<file path="src/rtl/rvfi_replay_driver_pkg.sv">
// Default configuration and RVFI record layout for the replay driver.
// Integrators pass their own core config and record type as parameters.
package rvfi_replay_driver_pkg;

   typedef struct packed {
      logic [31:0] NrCommitPorts;
   } cva6_cfg_t;

   localparam cva6_cfg_t cva6_cfg_empty = '{NrCommitPorts: 32'd2};

   typedef struct packed {
      logic        valid;
      logic [63:0] order;
      logic [31:0] insn;
      logic        trap;
      logic [63:0] cause;
      logic        halt;
      logic        intr;
      logic [1:0]  mode;
      logic [63:0] pc_rdata;
      logic [63:0] pc_wdata;
   } rvfi_instr_default_t;

endpackage

</file>
<file path="src/rtl/rvfi_replay_driver_fifo.sv">
// Replay FIFO: one push per cycle, up to NPOP in-order pops, a 'last' flag per entry.
// The head window exposes the NPOP oldest entries so the caller can pack a commit bus.
module rvfi_replay_fifo #(
   parameter int unsigned DEPTH   = 8,
   parameter int unsigned NPOP    = 2,
   parameter type         entry_t = logic
) (
   input  logic                         clk_i,
   input  logic                         rst_i,
   input  logic                         flush_i,
   input  logic                         push_i,
   input  entry_t                       push_data_i,
   input  logic                         push_last_i,
   input  logic [$clog2(NPOP+1)-1:0]    pop_cnt_i,
   output entry_t                       head_o [NPOP],
   output logic [NPOP-1:0]              head_last_o,
   output logic [$clog2(DEPTH+1)-1:0]   count_o
);
   localparam int unsigned PTR_W = $clog2(DEPTH);
   localparam int unsigned CNT_W = $clog2(DEPTH + 1);

   entry_t           mem_q [DEPTH];
   entry_t           mem_d [DEPTH];
   logic [DEPTH-1:0] last_q, last_d;
   logic [PTR_W-1:0] wr_ptr_q, wr_ptr_d;
   logic [PTR_W-1:0] rd_ptr_q, rd_ptr_d;
   logic [CNT_W-1:0] count_q, count_d;

   always_comb begin
      mem_d    = mem_q;
      last_d   = last_q;
      wr_ptr_d = wr_ptr_q;
      rd_ptr_d = rd_ptr_q;
      count_d  = count_q;
      if (flush_i) begin
         wr_ptr_d = '0;
         rd_ptr_d = '0;
         count_d  = '0;
      end else begin
         if (push_i) begin
            mem_d[wr_ptr_q]  = push_data_i;
            last_d[wr_ptr_q] = push_last_i;
            wr_ptr_d         = wr_ptr_q + PTR_W'(1);
         end
         // DEPTH is a power of two, so pointer overflow is the wrap.
         rd_ptr_d = rd_ptr_q + PTR_W'(pop_cnt_i);
         count_d  = count_q + CNT_W'(push_i) - CNT_W'(pop_cnt_i);
      end
   end

   always_ff @(posedge clk_i or posedge rst_i) begin
      if (rst_i) begin
         wr_ptr_q <= '0;
         rd_ptr_q <= '0;
         count_q  <= '0;
      end else begin
         wr_ptr_q <= wr_ptr_d;
         rd_ptr_q <= rd_ptr_d;
         count_q  <= count_d;
      end
   end

   // Payload needs no reset: an entry is only visible below count_q.
   always_ff @(posedge clk_i) begin
      mem_q  <= mem_d;
      last_q <= last_d;
   end

   for (genvar gi = 0; gi < NPOP; gi++) begin : g_head
      logic [PTR_W-1:0] idx;
      assign idx             = rd_ptr_q + PTR_W'(gi);
      assign head_o[gi]      = mem_q[idx];
      assign head_last_o[gi] = last_q[idx];
   end

   assign count_o = count_q;

endmodule

</file>
<file path="src/rtl/rvfi_replay_driver.sv">
// Replays recorded RVFI retirements onto a multi-port commit bus, stopping after
// the record flagged 'last' until the trace is cleared.
module rvfi_replay_driver
   import rvfi_replay_driver_pkg::*;
#(
   parameter cva6_cfg_t   CVA6Cfg      = cva6_cfg_empty,
   parameter type         rvfi_instr_t = rvfi_instr_default_t,
   parameter int unsigned DEPTH        = 8
) (
   input  logic        clk_i,
   input  logic        rst_i,
   input  logic        rec_valid_i,
   output logic        rec_ready_o,
   input  rvfi_instr_t rec_i,
   input  logic        rec_last_i,
   input  logic        start_i,
   input  logic        stall_i,
   input  logic        clear_i,
   output rvfi_instr_t rvfi_o [CVA6Cfg.NrCommitPorts],
   output logic        done_o,
   output logic [31:0] issued_o
);
   localparam int          NRET  = int'(CVA6Cfg.NrCommitPorts);
   localparam int unsigned CNT_W = $clog2(DEPTH + 1);
   localparam int unsigned POP_W = $clog2(NRET + 1);

   typedef enum logic [1:0] {ST_IDLE, ST_RUN, ST_DONE} state_e;

   state_e           state_q, state_d;
   rvfi_instr_t      rvfi_q [NRET];
   rvfi_instr_t      rvfi_d [NRET];
   logic [31:0]      issued_q, issued_d;
   rvfi_instr_t      head [NRET];
   logic [NRET-1:0]  head_last;
   logic [CNT_W-1:0] fifo_count;
   logic [POP_W-1:0] pop_cnt;
   logic             push, flush, hit_last;

   rvfi_replay_fifo #(
      .DEPTH   (DEPTH),
      .NPOP    (NRET),
      .entry_t (rvfi_instr_t)
   ) u_fifo (
      .clk_i       (clk_i),
      .rst_i       (rst_i),
      .flush_i     (flush),
      .push_i      (push),
      .push_data_i (rec_i),
      .push_last_i (rec_last_i),
      .pop_cnt_i   (pop_cnt),
      .head_o      (head),
      .head_last_o (head_last),
      .count_o     (fifo_count)
   );

   // Ready looks only at registered count, so a same-cycle pop never raises it.
   assign rec_ready_o = (state_q != ST_DONE) && (fifo_count < CNT_W'(DEPTH));

   always_comb begin
      state_d  = state_q;
      pop_cnt  = '0;
      hit_last = 1'b0;
      issued_d = issued_q;
      push     = rec_valid_i && rec_ready_o;
      flush    = 1'b0;
      for (int i = 0; i < NRET; i++) rvfi_d[i] = '0;

      if (state_q == ST_RUN && !stall_i) begin
         // Fill ports oldest-first; a 'last' entry closes the packet.
         for (int i = 0; i < NRET; i++) begin
            if (!hit_last && (CNT_W'(i) < fifo_count)) begin
               rvfi_d[i] = head[i];
               pop_cnt   = pop_cnt + POP_W'(1);
               issued_d  = issued_d + 32'(head[i].valid);
               hit_last  = head_last[i];
            end
         end
      end

      unique case (state_q)
         ST_IDLE: if (start_i)  state_d = ST_RUN;
         ST_RUN:  if (hit_last) state_d = ST_DONE;
         ST_DONE: if (clear_i) begin
            state_d = ST_IDLE;
            flush   = 1'b1;
         end
         default: state_d = ST_IDLE;
      endcase
   end

   always_ff @(posedge clk_i or posedge rst_i) begin
      if (rst_i) begin
         state_q  <= ST_IDLE;
         issued_q <= '0;
         for (int i = 0; i < NRET; i++) rvfi_q[i] <= '0;
      end else begin
         state_q  <= state_d;
         issued_q <= issued_d;
         rvfi_q   <= rvfi_d;
      end
   end

   for (genvar gi = 0; gi < NRET; gi++) begin : g_out
      assign rvfi_o[gi] = rvfi_q[gi];
   end

   assign done_o   = (state_q == ST_DONE);
   assign issued_o = issued_q;

endmodule
</file>
<file path="config.mk">
export PLATFORM = sky130hd
export DESIGN_NAME = rvfi_replay_driver
export DESIGN_NICKNAME = d
export VERILOG_FILES = /design/src/rtl/rvfi_replay_driver_pkg.sv /design/src/rtl/rvfi_replay_driver_fifo.sv /design/src/rtl/rvfi_replay_driver.sv
export SDC_FILE = /design/constraint.sdc
export NUM_CORES = 2
export LEC_CHECK = 0
export ABC_AREA = 1
export CORE_MARGIN = 4
export CORE_UTILIZATION = 30
export CTS_CLUSTER_SIZE = 25
export DETAILED_ROUTE_END_ITERATION = 8
export PLACE_DENSITY = 0.47
export SETUP_SLACK_MARGIN = 0.02
export SLEW_MARGIN = 20
export SYNTH_ARGS = -nofsm -noshare
export SYNTH_HDL_FRONTEND = slang
export SYNTH_SLANG_ARGS = --single-unit
export TNS_END_PERCENT = 5
</file>
<file path="constraint.sdc">
create_clock -name clk_i -period 28.6 [get_ports clk_i]
set_clock_uncertainty 0.05 [all_clocks]
set_input_delay 4.29 -clock clk_i [delete_from_list [all_inputs] [get_ports clk_i]]
set_output_delay 4.29 -clock clk_i [all_outputs]
set_load 0.01 [all_outputs]
</file>
* Word level (Yosys, flattened, before mapping)
Index checks and enable logic that the tools add are counted.
** Word-level totals
- Flip-flop bits (word level) :: 2992
- Output and inout bits :: 622
- Logic and storage cells :: 187
** Operators by class
- Bitwise gates (word level) :: 4
- Eq/ne operators :: 6
- $add $sub $neg :: 8
- Muxes and demuxes :: 40
- Reductions and logical operators :: 12
- Order comparisons :: 11
** Operator list (number)
- bitwise mux 2352 bit :: 1
- two-way mux 294 bit :: 7
- binary-select mux 294 bit (select 3 bit) :: 2
- demux 294 bit (select 3 bit) :: 1
- two-way mux 588 bit :: 1
- two-way mux 32 bit :: 3
- adder 32 x 1 -> 32 bit :: 2
- >= comparator 4 bit (second input constant) :: 3
- < comparator 3 x 4 -> 1 bit (second input constant) :: 3
- two-way mux 2 bit :: 6
- NOT 3 -> 4 bit :: 3
- two-way mux 1 bit :: 10
- two-way mux 3 bit :: 3
- bitwise mux 8 bit :: 1
- < comparator 1 x 4 -> 1 bit (first input constant) :: 2
- inequality test 2 bit (second input constant) :: 4
- adder 3 x 1 -> 3 bit (second input constant) :: 2
- binary-select mux 1 bit (select 3 bit) :: 2
- logical AND 1 bit :: 6
- case mux 2 bit (3 select lines) :: 1
- adder 4 x 1 -> 4 bit :: 1
- < comparator 4 x 1 -> 1 bit (second input constant) :: 1
- < comparator 4 bit (second input constant) :: 1
- two-way mux 4 bit :: 1
- 13 further kinds :: 14

* Depth between registers and ports, before layout
- Depth after elaboration :: 10
- Mapped depth :: 28

* By module
Synthesis repeated with hierarchy kept, for this count alone.
** Second synthesis, totals
- Cells, all modules :: 18202
- Area total of the unflattened synthesis :: 148119.6 um^2
** Modules (own cells, without submodules)
- rvfi_replay_fifo :: times used 1, area each 125102.5 um^2, cells an instance 15748
- rvfi_replay_driver :: times used 1, area each 23017.1 um^2, cells an instance 2454

* Least setup slack after synthesis
Ideal clock, no wire load.
- Path type :: input to register
- Start :: input rec_valid_i
- End :: register u_fifo.last_q[0] (enable)
- Path buffers :: 0
- Library setup time :: 0.957 ns
- Cell stages on the path :: 4
- Data arrival time :: 16.803 ns
- Setup slack :: 10.790 ns
- Data required time :: 27.593 ns
- Cells stage by stage :: nand2_1 inv_1 nand2_1 nor2_1
** Between the ends
- Cells in the longest elaborated chain, start to end :: 2
** Ends and longest elaborated chain
- start, declared :: RTL line rvfi_replay_driver.sv:12 : input logic rec_valid_i,
- logical AND 1 bit :: RTL line rvfi_replay_driver.sv:64 : push = rec_valid_i && rec_ready_o;
- AND reduction 2 bit (no line)
- end signal, assigned :: RTL line rvfi_replay_driver_fifo.sv:66 : last_q <= last_d;
- end, declared :: RTL line rvfi_replay_driver_fifo.sv:24 : logic [DEPTH-1:0] last_q, last_d;
Every way passes these cells.
A chain may end at the register's enable or synchronous reset.

* Worst setup path after layout
- Start :: input rec_valid_i
- End :: register u_fifo.mem_q[1206] in the netlist's numbering (enable)
** Between the ends
- Cells in the longest elaborated chain, start to end :: 2
** Ends and longest elaborated chain
- logical AND 1 bit :: RTL line rvfi_replay_driver.sv:64
- AND reduction 2 bit (no line)
- end signal, assigned :: RTL line rvfi_replay_driver_fifo.sv:65 : mem_q <= mem_d;
- end, declared :: RTL line rvfi_replay_driver_fifo.sv:22 : entry_t mem_q [DEPTH];
Every way passes these cells.

==> results.rst <==
.. list-table::
   :header-rows: 1

   * - Metric
     - Value
   * - Status
     - completed
   * - Number of antenna-violating nets in the routed design
     - 0
   * - Comb pwr share
     - 39.9%
   * - Proportion of layout cells with a drive suffix above 1
     - 5.99%
   * - Sink count of the clock tree
     - 2992
   * - Power share of the clock group
     - 27.0%
   * - Area share of the largest cell type after synthesis
     - 54.3%
   * - Yosys warning total
     - 0
   * - Overflow after GRT
     - 0
   * - Proportion of power drawn by flip-flops and latches
     - 33.1%
   * - Number of failing hold endpoints at the final stage
     - 0
   * - # resized after CTS
     - 0
   * - Crit. End Element
     - flip-flop
   * - Number of stages on the worst hold path
     - 2
   * - Share of the yosys chip area belonging to registers
     - 66.4%
   * - Aggregate global-route resource usage
     - 18.8%
   * - Initial cell density of the core
     - 30.2%
   * - First-pass GRT wire length
     - 633 mm
   * - Num ports
     - 923
   * - Critical setup path kind
     - in2reg
   * - Post-Place Setup Slack
     - 19500 ps
   * - Count of max-cap constraint violations
     - 0
   * - EDFF count, synth
     - 2360
   * - Share of the clock period used by the worst path after layout
     - 28.1%
   * - Ys flop type
     - sky130_fd_sc_hd__edfxtp_1
   * - Clock network latency to the later pin of the worst-skew pair
     - 920 ps
   * - Initial drt markers
     - 8911
   * - Shortest clock period the worst path allows after layout
     - 8030 ps
   * - Slew at the pin closest to its max-slew limit
     - 1220 ps
   * - Clock Pin Slew Worst Setup and Hold Paths
     - 60 ps
   * - Final estimated routing congestion in global placement
     - 0.782
   * - Peak supply drop
     - 0.126 mV
   * - Critical path data arrival time
     - 8490 ps
   * - RSZ-0062 raised after global routing
     - false
   * - Cell type contributing the most total cell area after synthesis
     - sky130_fd_sc_hd__edfxtp_1
   * - Detailed-route DRC error count
     - 0
   * - R2R depth
     - 10
   * - Leakage
     - 54.7 nW
   * - Number of buffers inserted by port buffering
     - 922
   * - Final HPWL DP
     - 262 mm
   * - Switching pwr
     - 0.00681 W
   * - Clock tree from TritonCTS
     - built
   * - Achievable frequency
     - 125 MHz
   * - Die Area
     - 446000 um^2
   * - Relative slew slack
     - 19.0%
   * - Maximum count of clock buffers along a single path
     - 4
   * - Net count after synthesis
     - 12559
   * - Most common library cells after synthesis
     - 2971 x sky130_fd_sc_hd__o21ai_0, 2360 x sky130_fd_sc_hd__edfxtp_1, 1830 x sky130_fd_sc_hd__nor2_1, 1186 x sky130_fd_sc_hd__a21oi_1, 766 x sky130_fd_sc_hd__clkbuf_1
   * - Final instance count without filler cells
     - 18732
   * - Maximum fanout encountered on the critical timing path
     - 39
   * - Type of the most critical hold path
     - reg2reg
   * - Total CTS buffers
     - 348
   * - Final critical-path setup slack
     - 20570 ps
   * - H-tree levels
     - 5
   * - Vias per std cell
     - 5.16
   * - CTS Root Buffer Type
     - sky130_fd_sc_hd__clkbuf_16
   * - Std-Cell Core Area
     - 432000 um^2
   * - Switching share of power
     - 41.2%
   * - Number of unique standard cell types used by synthesis
     - 40
   * - Post-CTS Hold Fix Bufs
     - 0
   * - Flop and latch count out of synthesis
     - 2992
   * - Synth-to-layout area growth
     - 19.8%
   * - Summed instance area of the synthesized netlist
     - 130000 um^2
   * - Number of standard-cell rows in the floorplan
     - 241
   * - Wire per inst
     - 23.4 um
   * - Ranking of synthesized cells by area
     - sky130_fd_sc_hd__edfxtp_1 54%, sky130_fd_sc_hd__dfrtp_1 12%, sky130_fd_sc_hd__o21ai_0 11%, sky130_fd_sc_hd__nor2_1 5.3%, sky130_fd_sc_hd__a21oi_1 4.5%
   * - Vert. Die Dim
     - 668 um
   * - Count of nets after finishing
     - 13012
   * - Drt pass-1 iters
     - 6
   * - Total power divided by cell area
     - 106 nW/um^2
   * - Via count of the first global-routing pass
     - 91570
   * - Total routed wirelength
     - 438 mm
   * - Design internal power
     - 0.00970 W
   * - Maximum number of pins on one net before global-route repair
     - 252
   * - DR vias
     - 96646
   * - FFs w/ async S/R, synth
     - 21.1%
   * - Setup Fix Bufs, Post-CTS
     - 0
   * - Die outline width
     - 668 um
   * - Top-count cell post-synth
     - sky130_fd_sc_hd__o21ai_0
   * - Mean cell area of the mapped netlist
     - 10.7 um^2
   * - Mapped Cells
     - 12242
   * - Placed cell count
     - 18054
   * - Max Slew Vio Count
     - 0
   * - Number of antenna violations at the first check in global routing
     - 69
   * - Setup Total Neg Slack
     - 0 ps
   * - # setup viols final
     - 0
   * - Required time worst endpoint
     - 29060 ps
   * - Category of the worst setup path launch point
     - input pin
[area by class of cell]
type | count | area (um^2)
tap | 5710 | 7140
clock buffer | 486 | 9760
timing repair buffer | 1090 | 10800
inverter | 696 | 2650
fill | 42268 | 276000
clock inverter | 160 | 1750
antenna | 31 | 77.6
sequential | 2992 | 86700
multi-input combinational | 7567 | 37400
[power groups by stage]
stage                     Sequential [W]  Combinational, W  Clock [W]
final                            0.00546           0.00659    0.00446
after global routing             0.00550           0.00729    0.00476
after CTS                        0.00547           0.00666    0.00458
after detailed placement         0.00555           0.00664          0
after global placement           0.00556           0.00665          0
after floorplan                  0.00565           0.00393          0
[sequential cells by signal (all words and copies together) (netlist names)]
signal,cells
u_fifo.mem_q,2352
rvfi_o,588
issued_o,32
u_fifo.last_q,8
u_fifo.count_o,4
u_fifo.rd_ptr_q,3
u_fifo.wr_ptr_q,3
state_q,2
[critical path, cell delays in order]
cell and delay [ps]:
sky130_fd_sc_hd__clkdlybuf4s50_1 490, sky130_fd_sc_hd__nand2_1 110, sky130_fd_sc_hd__inv_1 250, sky130_fd_sc_hd__nand2_1 290, sky130_fd_sc_hd__nor2_4 600, sky130_fd_sc_hd__buf_4 450, sky130_fd_sc_hd__buf_4 460, sky130_fd_sc_hd__buf_4 640
sky130_fd_sc_hd__buf_4 700
[cell families after synthesis]
logic type      after synthesis  synth area share, %
buf+inv                    1683                 4.98
simple gates               2474                 7.48
fa+ha+maj                    16                0.165
xor+xnor                     16                0.107
flops                      2992                 66.4
compound gates             5061                 20.8
[layer usage]
layer | up-vias | global-route usage (%) | part of all wire (%)
met5 | - | 0 | 0.024
met4 | 16 | 6.36 | 3.3
met3 | 647 | 2.29 | 5.0
met2 | 2844 | 31.6 | 48
met1 | 48148 | 25.2 | 43
li1 | 44991 | - | -
[layout by cell type (no fill, tap or decap), types with 9 or more instances in the layout]
| cell type | n |
|---|---|
| sky130_fd_sc_hd__clkinv_16 | 10 |
| sky130_fd_sc_hd__clkbuf_8 | 47 |
| sky130_fd_sc_hd__edfxtp_1 | 2360 |
| sky130_fd_sc_hd__nand3_1 | 52 |
| sky130_fd_sc_hd__nor2_4 | 22 |
| sky130_fd_sc_hd__o21ai_1 | 9 |
| sky130_fd_sc_hd__xor2_1 | 12 |
| sky130_fd_sc_hd__nand4_1 | 25 |
| sky130_fd_sc_hd__diode_2 | 31 |
| sky130_fd_sc_hd__nor2_1 | 1820 |
| sky130_fd_sc_hd__nand2_2 | 23 |
| sky130_fd_sc_hd__inv_1 | 683 |
| sky130_fd_sc_hd__clkbuf_1 | 88 |
| sky130_fd_sc_hd__buf_4 | 143 |
| sky130_fd_sc_hd__nand2_1 | 492 |
| sky130_fd_sc_hd__bufinv_16 | 24 |
| sky130_fd_sc_hd__ha_1 | 13 |
| sky130_fd_sc_hd__nand3_2 | 11 |
| sky130_fd_sc_hd__nor2_2 | 15 |
| sky130_fd_sc_hd__clkinv_1 | 44 |
| sky130_fd_sc_hd__a21oi_1 | 1186 |
| sky130_fd_sc_hd__a31oi_1 | 294 |
| sky130_fd_sc_hd__clkbuf_16 | 351 |
| sky130_fd_sc_hd__buf_12 | 23 |
| sky130_fd_sc_hd__clkinv_2 | 62 |
| sky130_fd_sc_hd__clkdlybuf4s50_1 | 922 |
| sky130_fd_sc_hd__o211ai_1 | 588 |
| sky130_fd_sc_hd__dfrtp_1 | 630 |
| sky130_fd_sc_hd__o21ai_0 | 2971 |
[path summary, 6_finish.rpt]
| path | startpoint | end | slack, ps |
|---|---|---|---|
| setup / recovery | rec_valid_i | u_fifo.mem_q[1206]$_DFFE_PP_ | 20570 |
| hold / removal | issued_o[31]$_DFFE_PP0P_ | issued_o[31]$_DFFE_PP0P_ | 450 |
| setup reg to reg | u_fifo.rd_ptr_q[0]$_DFF_PP0_ | rvfi_o[173]$_DFF_PP0_ | 21890 |
| hold reg to reg | issued_o[31]$_DFFE_PP0P_ | issued_o[31]$_DFFE_PP0P_ | 450 |
| max in group asynchronous | rst_i | rvfi_o[520]$_DFF_PP0_ | 20670 |
| min in group asynchronous | rst_i | rvfi_o[57]$_DFF_PP0_ | 3850 |
[stage by stage]
step	hold slack, ps	cell area (um^2)	total power, W	util, %
after CTS	456	156000	0.0167	36.1
after global placement	444	145000	0.0122	33.5
final	454	156000	0.0165	36.2
after global routing	481	156000	0.0175	36.2
after detailed placement	442	145000	0.0122	33.5
after floorplan	464	130000	0.00958	-
Note: power is estimated with default switching activity, not from simulation.
